===== config.mk =====
export PLATFORM = sky130hd
export DESIGN_NAME = gcd_seq
export DESIGN_NICKNAME = d
export VERILOG_FILES = /design/src/rtl/gcd_pkg.sv /design/src/rtl/gcd_step.sv /design/src/rtl/gcd_seq.sv
export SDC_FILE = /design/constraint.sdc
export NUM_CORES = 1
export LEC_CHECK = 0
export CELL_PAD_IN_SITES_DETAIL_PLACEMENT = 0
export CELL_PAD_IN_SITES_GLOBAL_PLACEMENT = 2
export CORE_ASPECT_RATIO = 0.75
export CORE_MARGIN = 5
export CORE_UTILIZATION = 30
export CTS_BUF_LIST = sky130_fd_sc_hd__clkbuf_16
export CTS_CLUSTER_SIZE = 8
export DETAILED_ROUTE_END_ITERATION = 10
export GPL_ROUTABILITY_DRIVEN = 0
export PLACE_DENSITY_LB_ADDON = 0.1
export REMOVE_ABC_BUFFERS = 1
export SLEW_MARGIN = 10
export SYNTH_ARGS = -nofsm -noshare
export SYNTH_HDL_FRONTEND = slang
export SYNTH_SLANG_ARGS = --single-unit
export TNS_END_PERCENT = 20

===== constraint.sdc =====
create_clock -name clk -period 3.3 [get_ports clk]
set_clock_uncertainty 0.1 [all_clocks]
set_input_delay 0.825 -clock clk [delete_from_list [all_inputs] [get_ports clk]]
set_output_delay 0.825 -clock clk [all_outputs]
set_load 0.01 [all_outputs]

===== src/rtl/gcd_pkg.sv =====
// Shared types and helpers for the sequential GCD engine.
package gcd_pkg;

    typedef enum logic [1:0] {
        IDLE,
        CALC,
        DONE
    } state_t;

    localparam logic MODE_SUB = 1'b0;
    localparam logic MODE_BIN = 1'b1;

    // Width of the common power-of-two shift count; k can reach W-1.
    function automatic int k_width(input int w);
        return $clog2(w + 1);
    endfunction

endpackage


===== src/rtl/gcd_step.sv =====
// One combinational GCD reduction step: termination test, then a subtractive
// or binary (Stein) step on the current operand pair.
module gcd_step
    import gcd_pkg::*;
#(
    parameter int W = 8
) (
    input  logic [W-1:0] a_i,
    input  logic [W-1:0] b_i,
    input  logic         mode_i,
    output logic [W-1:0] a_o,
    output logic [W-1:0] b_o,
    output logic         k_inc_o,
    output logic         done_o,
    output logic [W-1:0] result_o
);

    // NOTE: every output gets a default first so no path can infer a latch.
    always_comb begin
        a_o      = a_i;
        b_o      = b_i;
        k_inc_o  = 1'b0;
        done_o   = 1'b0;
        result_o = a_i;

        if (a_i == b_i) begin
            done_o = 1'b1;
        end else if (a_i == '0) begin
            done_o   = 1'b1;
            result_o = b_i;
        end else if (b_i == '0) begin
            done_o = 1'b1;
        end else if (mode_i == MODE_SUB) begin
            if (a_i > b_i) a_o = a_i - b_i;
            else           b_o = b_i - a_i;
        end else begin
            unique case ({a_i[0], b_i[0]})
                2'b00: begin
                    a_o     = a_i >> 1;
                    b_o     = b_i >> 1;
                    k_inc_o = 1'b1;
                end
                2'b01:   a_o = a_i >> 1;
                2'b10:   b_o = b_i >> 1;
                default: begin
                    // Both odd: subtract smaller from larger so nothing underflows.
                    if (a_i > b_i) a_o = a_i - b_i;
                    else           b_o = b_i - a_i;
                end
            endcase
        end
    end

endmodule


===== src/rtl/gcd_seq.sv =====
// Handshaked iterative GCD engine: accepts one operand pair, reduces it one
// step per clock, and holds the result plus its CALC cycle count until taken.
module gcd_seq
    import gcd_pkg::*;
#(
    parameter int W  = 8,
    parameter int CW = W + 1
) (
    input  logic          clk,
    input  logic          rst,
    input  logic          in_valid,
    output logic          in_ready,
    input  logic [W-1:0]  in_a,
    input  logic [W-1:0]  in_b,
    input  logic          in_mode,
    output logic          out_valid,
    input  logic          out_ready,
    output logic [W-1:0]  out_gcd,
    output logic [CW-1:0] out_cycles
);

    localparam int KW = k_width(W);

    state_t        state_q;
    logic [W-1:0]  a_q, b_q, gcd_q;
    logic          mode_q;
    logic [KW-1:0] k_q;
    logic [CW-1:0] cnt_q, cycles_q;
    logic          in_ready_q, out_valid_q;

    logic [W-1:0]  a_d, b_d, result_d;
    logic          k_inc_d, done_d;
    logic [CW-1:0] cnt_inc_d;

    gcd_step #(.W(W)) u_step (
        .a_i      (a_q),
        .b_i      (b_q),
        .mode_i   (mode_q),
        .a_o      (a_d),
        .b_o      (b_d),
        .k_inc_o  (k_inc_d),
        .done_o   (done_d),
        .result_o (result_d)
    );

    assign cnt_inc_d = (cnt_q == {CW{1'b1}}) ? cnt_q : cnt_q + CW'(1);

    // NOTE: non-blocking assignments so every register sees pre-edge values
    // regardless of statement order.
    always_ff @(posedge clk) begin
        if (rst) begin
            state_q     <= IDLE;
            a_q         <= '0;
            b_q         <= '0;
            mode_q      <= MODE_SUB;
            k_q         <= '0;
            cnt_q       <= '0;
            gcd_q       <= '0;
            cycles_q    <= '0;
            in_ready_q  <= 1'b1;
            out_valid_q <= 1'b0;
        end else begin
            unique case (state_q)
                IDLE: begin
                    if (in_valid) begin
                        a_q        <= in_a;
                        b_q        <= in_b;
                        mode_q     <= in_mode;
                        k_q        <= '0;
                        cnt_q      <= '0;
                        in_ready_q <= 1'b0;
                        state_q    <= CALC;
                    end
                end
                CALC: begin
                    if (done_d) begin
                        // k stays zero in subtractive mode, so one shift serves both.
                        gcd_q       <= result_d << k_q;
                        cycles_q    <= cnt_inc_d;
                        out_valid_q <= 1'b1;
                        state_q     <= DONE;
                    end else begin
                        a_q   <= a_d;
                        b_q   <= b_d;
                        cnt_q <= cnt_inc_d;
                        if (k_inc_d) k_q <= k_q + KW'(1);
                    end
                end
                DONE: begin
                    if (out_ready) begin
                        out_valid_q <= 1'b0;
                        in_ready_q  <= 1'b1;
                        state_q     <= IDLE;
                    end
                end
                default: begin
                    out_valid_q <= 1'b0;
                    in_ready_q  <= 1'b1;
                    state_q     <= IDLE;
                end
            endcase
        end
    end

    assign in_ready   = in_ready_q;
    assign out_valid  = out_valid_q;
    assign out_gcd    = gcd_q;
    assign out_cycles = cycles_q;

endmodule


==> impl_metrics.csv, run 1 <==
group,metric,value,unit
worst_setup_path,r2r_cells,9,
detailed_routing,ant_nets,0,
timing,period_needed,3060,ps
global_routing,grt_max_degree,33,
min_path,min-delay-start,"out_gcd[3]",
status,outcome,"complete, no violations",
cells_and_area,syn_to_final_growth,25.0,%
floorplanning,io_pins,40,
logic_synthesis,yosysWarnings,0,
global_routing,overflow,0,
worst_setup_path,r2r-start,"a_q[4]",
cts,cts_buffers,5,
timing,worstMarginPinSlew,649,ps
pwr,ir_drop,0.378,mV
cts,clk_latency,300,ps
detailed_routing,avgViaCountPerCell,5.43,
worst_setup_path,cp_max_fo,10,
cts,cts_buffer_depth,2,
pwr,p_int,2.67,mW
timing,timing.final.crit_share,92.6,%
logic_synthesis,synthSimpleGateAreaFrac,22.7,%
pwr,p_leak,1.56,nW
logic_synthesis,synth_largest_area_cell,"dfxtp_1",
worst_setup_path,arrival,3120,ps
logic_synthesis,synth_async_sr_flop_share,0,%
floorplanning,coreArea,11100,um^2
timing,setup_tns,0,ps
timing,slew_headroom,56.7,%
min_path,holdPathEnd,"out_gcd[3]",
timing,setup_viol,0,
detailed_routing,drc,0,
cts,clock-sinks,51,
cells_and_area,insertedDiodeCount,0,
cts,cts-root-buf,"clkbuf_16",
detailed_routing,drtIter0Drc,236,
global_routing,grt_use_total,16.5,%
logic_synthesis,muxShareOfSynthArea,2.98,%
placed_design,placed_cells,621,
floorplanning,die_h,103,um
pwr,switching_share,47.2,%
cells_and_area,utilization,38.9,%
cells_and_area,final_cells,629,
timing,fmax,327,MHz
logic_synthesis,ys.flop_type,"dfxtp_1",
cts,htree_levels,2,
logic_synthesis,avgSynthCellArea,7.83,um^2
detailed_routing,wl_per_cell,17.6,um
worst_setup_path,required,3360,ps
timing,holdWs,356,ps
logic_synthesis,synth.distinct_cells,55,
pwr,pwr-share-seq,19.4,%
worst_setup_path,path_class,"flop to flop",
logic_synthesis,ys_ff_latch,51,
placed_design,dp_hpwl,8.52,mm
global_routing,grt_pass1_wl,17.9,mm
worst_setup_path,r2r_slack,240,ps
timing,rsz0062_at_grt,"false",
global_routing,antenna_found_initial,0,
timing,finalHoldViolCount,0,
cells_and_area,layout.nets,529,
floorplanning,die_area,13700,um^2
logic_synthesis,yosys-top-cells-area,"dfxtp_1, ha_1, nor2_1, a211oi_1, nand2_1",
logic_synthesis,syn_inst,440,
detailed_routing,routed_wl,11.1,mm
pwr,p_sw,2.39,mW
detailed_routing,dr_total_vias,3413,
cts,cts_tree,"yes",
cells_and_area,drive_gt1_share,9.82,%
floorplanning,die_w,134,um
cts,clk_pin_slew,70,ps
min_path,hold_path_class,"flop to flop",
placed_design,pre_cts_ws,249,ps
logic_synthesis,ys_seq_area_share,29.7,%
logic_synthesis,synth_edf_count,0,
timing,slew_violations,0,
pwr,combPwrFrac,67.3,%
logic_synthesis,synth_top_family_by_area,"compound AO/OA/AOI/OAI gates",
logic_synthesis,syn-cell-area,3440,um^2
worst_setup_path,r2r-end,"out_gcd[2]",
floorplanning,rows,33,
logic_synthesis,synth_compound_area_share,28.2,%
pwr,powerDensity,1180,nW/um^2
placed_design,io_buffers,39,
floorplanning,initial_utilization,31.1,%
run,maxCapViolations,0,
logic_synthesis,synth_xor_area_share,2.80,%
global_routing,first_global_vias,3215,
worst_setup_path,cp-end-kind,"flop",
detailed_routing,drt_first_pass_iters,4,
min_path,holdPathStages,2,
pwr,p_clk_share,13.3,%
logic_synthesis,synth.top_cell.area_share,29.7,%
worst_setup_path,startpoint_type,"flop",
logic_synthesis,yosys.area_share.adder,7.70,%
timing,fin_ws,243,ps
## repair_timing
| action | 4_1_cts | 5_1_grt |
|---|---|---|
| endpoints found under the hold margin | 0 | 0 |
| buffers inserted | 0 | 0 |
| resized for setup | 0 | 1 |
| hold buffers | 0 | 0 |
| setup endpoints to repair | 0 | 2 |
## power by group through the flow
stage               sequential, mW  combinational (mW)  clock (mW)
floorplan                     1.02                2.04           0
global placement             0.989                3.43           0
detailed placement           0.992                3.37           0
CTS                          0.981                3.40       0.687
global route                  1.01                3.80       0.714
finish                       0.981                3.41       0.674
## routing by layer
layer	wire length [um]	vias up	global-route usage [%]
met5	0	-	0
li1	-	1726	-
met2	4100	110	21.7
met3	639	6	3.27
met1	6260	1571	26.7
met4	68	0	3.64
## layout by cell type (no fill, tap or decap), drive strengths merged, types with 12 or more instances in the layout
cell / synthesis / routed
inv: 20 / 21
a211oi: 23 / 23
buf: 12 / 33
o21ai: 21 / 21
ha: 18 / 18
a31oi: 12 / 12
dfxtp: 51 / 51
nor2: 56 / 56
nand2: 36 / 36
a21oi: 25 / 25
clkdlybuf4s50: 0 / 38
## cells in the mapped netlist, types with 2 or more instances
library cell,count
nor2_1,55
dfxtp_1,51
nand2_1,36
a21oi_1,24
a211oi_1,23
inv_1,20
clkbuf_1,18
ha_1,18
o21ai_0,17
a31oi_1,12
buf_2,10
nand3_1,9
nor3_1,9
o21a_1,9
a22oi_1,8
mux2i_1,8
a222oi_1,7
nand2b_1,7
nor2b_1,7
or4_1,7
xnor2_1,7
a311oi_1,6
and3_1,6
o31ai_1,6
a21o_1,4
a221oi_1,4
and4_1,4
nand3b_1,4
o21ai_1,4
or3_1,4
xor2_1,4
a211o_1,3
a32oi_1,2
fa_1,2
mux2_2,2
nor4_1,2
o211ai_1,2
or4b_1,2
## sequential cells by signal (all words and copies together), names as in the netlist
name        cells
a_q             8
state_q         2
b_q             8
out_gcd         8
in_ready        1
out_cycles      9
out_valid       1
mode_q          1
k_q             4
cnt_q           9
## per-stage QoR
stage               power, mW  area (um^2)
finish                   5.07         4300
global route             5.52         4300
CTS                      5.06         4300
detailed placement       4.36         4110
global placement         4.42         4110
floorplan                3.05         3310
## cell families after synthesis
kind of cell | Yosys count
flip-flops | 51
multiplexers | 10
adder cells (fa/ha/maj) | 20
XOR/XNOR | 11
AND/OR/NAND/NOR | 159
AO/OA/AOI/OAI | 139
buffers and inverters | 50
## how the worst max path moves through the flow
| stage | from | to | slack [ps] | cells after the start |
|---|---|---|---|---|
| floorplan | a_q[4] | a_q[7] | 460 | 9 |
| global placement | a_q[6] | out_gcd[2] | 350 | 9 |
| detailed placement | a_q[6] | out_gcd[2] | 250 | 9 |
| CTS | a_q[6] | out_gcd[2] | 230 | 9 |
| global route | a_q[6] | out_gcd[2] | 10 | 9 |
| finish | a_q[4] | out_gcd[2] | 240 | 9 |
## critical path, stage by stage (launching register included)
cell and delay [ps]:
dfxtp_1 470, inv_1 110, ha_1 310, nand4_1 170
or4b_1 740, a31oi_1 340, mux2i_1 180, mux2_2 300
a22oi_1 150, nor2_1 50
## final cells by class
cell class,instances,area (um^2)
clock buffers,5,125
clock inverters,3,63.8
fillers,1147,6760
inverters,20,75.1
multi-input cells,339,2220
flip-flops and latches,51,1020
well taps,140,175
repair buffers,71,626
Power figures use the tool's default switching activity.
==> inputs of run 2 (changes only) <==
Settings changed: CORE_UTILIZATION 30 to 33.
==> run 2 against run 1 <==
Wire length down 3.8%. Final area down 1.0%. Combinational power about the same. Clock power down 13%. Largest cell class unchanged. Worst hold slack worse by 3.0 ps. Clock-buffer cell count unchanged.
==> impl_metrics.csv, run 2 (synthesis gave the netlist of run 1 again) <==
group,metric,value,unit
cells_and_area,final_common_cell,"nor2_1",
worst_setup_path,r2r_slack,260,ps
worst_setup_path,required,3360,ps
worst_setup_path,r2r-start,"a_q[6]",
cells_and_area,seq_area,1020,um^2
cts,clk_pin_slew,70,ps
timing,slew_headroom,51.2,%
worst_setup_path,crit_chain,"inv_1 -> ha_1 -> nand4_1 -> or4b_1 -> a31oi_1 -> nor2_1 -> mux2_2 -> a22oi_1 -> nor2_1",
worst_setup_path,crit_top_cell,"nor2_1",
worst_setup_path,cp-end-kind,"flop",
status,outcome,"complete, no violations",
pwr,power,4.94,mW
floorplanning,initial_utilization,33.6,%
timing,holdWs,353,ps
cts,cts_buffers,5,
floorplanning,die_area,12600,um^2
worst_setup_path,cp.buffers_inverters,1,
cells_and_area,final_cell_mix,"nor2_1, dfxtp_1, clkdlybuf4s50_1, nand2_1, buf_4",
detailed_routing,ant_nets,0,
cts,cts_buffer_depth,2,
worst_setup_path,crit_family,"simple AND/OR/NAND/NOR gates",
run,maxCapViolations,0,
global_routing,grt_use_total,16.7,%
global_routing,grt_pass1_wl,16.9,mm
timing,timing.final.crit_share,92.3,%
floorplanning,rows,32,
global_routing,overflow,0,
cells_and_area,syn_to_final_growth,23.7,%
worst_setup_path,arrival,3100,ps
timing,finalHoldViolCount,0,
cells_and_area,fillers,1099,
detailed_routing,drtIter0Drc,247,
global_routing,grt_max_degree,39,
pwr,p_leak,1.53,nW
detailed_routing,drt_first_pass_iters,5,
worst_setup_path,r2r_cells,9,
cells_and_area,multi_input_area,2210,um^2
cts,post_cts_buffers,0,
pwr,powerDensity,1160,nW/um^2
min_path,holdPathStages,2,
floorplanning,die_w,128,um
cts,cts_tree,"yes",
worst_setup_path,cp_max_fo,10,
timing,period_needed,3040,ps
min_path,holdPathEnd,"out_cycles[0]",
pwr,ir_drop,0.382,mV
cells_and_area,layout.nets,526,
worst_setup_path,r2r-end,"out_gcd[2]",
cts,clock-sinks,51,
timing,fmax,328,MHz
min_path,hold_path_class,"flop to flop",
cts,htree_levels,2,
floorplanning,io_pins,40,
cts,holdBufCountCts,0,
cts,clk_latency,290,ps
cells_and_area,drive_gt1_share,9.07,%
worst_setup_path,cp_slowest_stage_delay,750,ps
worst_setup_path,startpoint_type,"flop",
timing,worstMarginPinSlew,732,ps
timing,slew_violations,0,
detailed_routing,dr_total_vias,3436,
worst_setup_path,critPathSlowestCell,"or4b_1",
cts,cts.repair.resized,0,
placed_design,dp_hpwl,8.15,mm
cts,cts-root-buf,"clkbuf_16",
detailed_routing,routed_wl,10.6,mm
global_routing,first_global_vias,3159,
worst_setup_path,path_class,"flop to flop",
min_path,min-delay-start,"out_cycles[0]",
detailed_routing,wl_per_cell,17.1,um
timing,rsz0062_at_grt,"false",
timing,setup_tns,0,ps
timing,setup_viol,0,
global_routing,antenna_found_initial,0,
floorplanning,die_h,98.5,um
cells_and_area,insertedDiodeCount,0,
detailed_routing,drc,0,
placed_design,io_buffers,39,
floorplanning,coreArea,10200,um^2
detailed_routing,avgViaCountPerCell,5.53,
run 2: cell types whose count changed in the layout (fill, tap and decap cells not counted), sizes merged:
cell | previous run | this run
buf | 33 | 30
bufinv | 2 | 1
clkinvlp | 0 | 1
inv | 21 | 20
run 2: cell type report:
cell class / count / area share [%]
clock buffers: 5 / 2.94
inverters: 20 / 1.76
repair buffers: 68 / 14.5
clock inverters: 2 / 0.881
multi-input cells: 339 / 52.0
flip-flops and latches: 51 / 24.0
well taps: 136 / 4.00
run 2: stage by stage:
step / instance area, um^2 / util, % / setup WS, ps / std cells
floorplan: 3310 / - / 460 / 410
global placement: 4100 / 40.0 / 320 / 614
detailed placement: 4100 / 40.0 / 320 / 614
CTS: 4260 / 41.6 / 292 / 621
global route: 4260 / 41.6 / 53.0 / 621
finish: 4260 / 41.6 / 255 / 621
run 2: where the power goes:
group / switching (mW) / internal [mW] / total (mW)
sequential: 0.171 / 0.802 / 0.972
combinational: 1.95 / 1.43 / 3.38
clock: 0.234 / 0.354 / 0.588
run 2: per-layer routing:
metal | track usage (%) | vias to the layer above | part of all wire (%) | wire [um]
met4 | 2.20 | 0 | 0.45 | 48
met1 | 26.9 | 1621 | 55 | 5830
li1 | - | 1718 | - | -
met5 | 0 | - | 0 | 0
met2 | 22.6 | 92 | 39 | 4110
met3 | 3.95 | 5 | 6.2 | 659
run 2: worst min-delay path, delay by kind of cell (launching register included):
kind            cells  cell delay [ps]
flops               1              310
simple gates        1               50
compound gates      1               50
run 2: how the worst max path moves through the flow:
stage	start	to	slack, ps	depth (start not counted)
2_1_floorplan	a_q[4]	a_q[7]	460	9
3_3_place_gp	a_q[6]	out_gcd[2]	320	9
3_5_place_dp	a_q[6]	out_gcd[2]	320	9
4_1_cts	a_q[6]	b_q[3]	290	8
5_1_grt	a_q[6]	out_gcd[2]	50	9
6_report	a_q[6]	out_gcd[2]	260	9
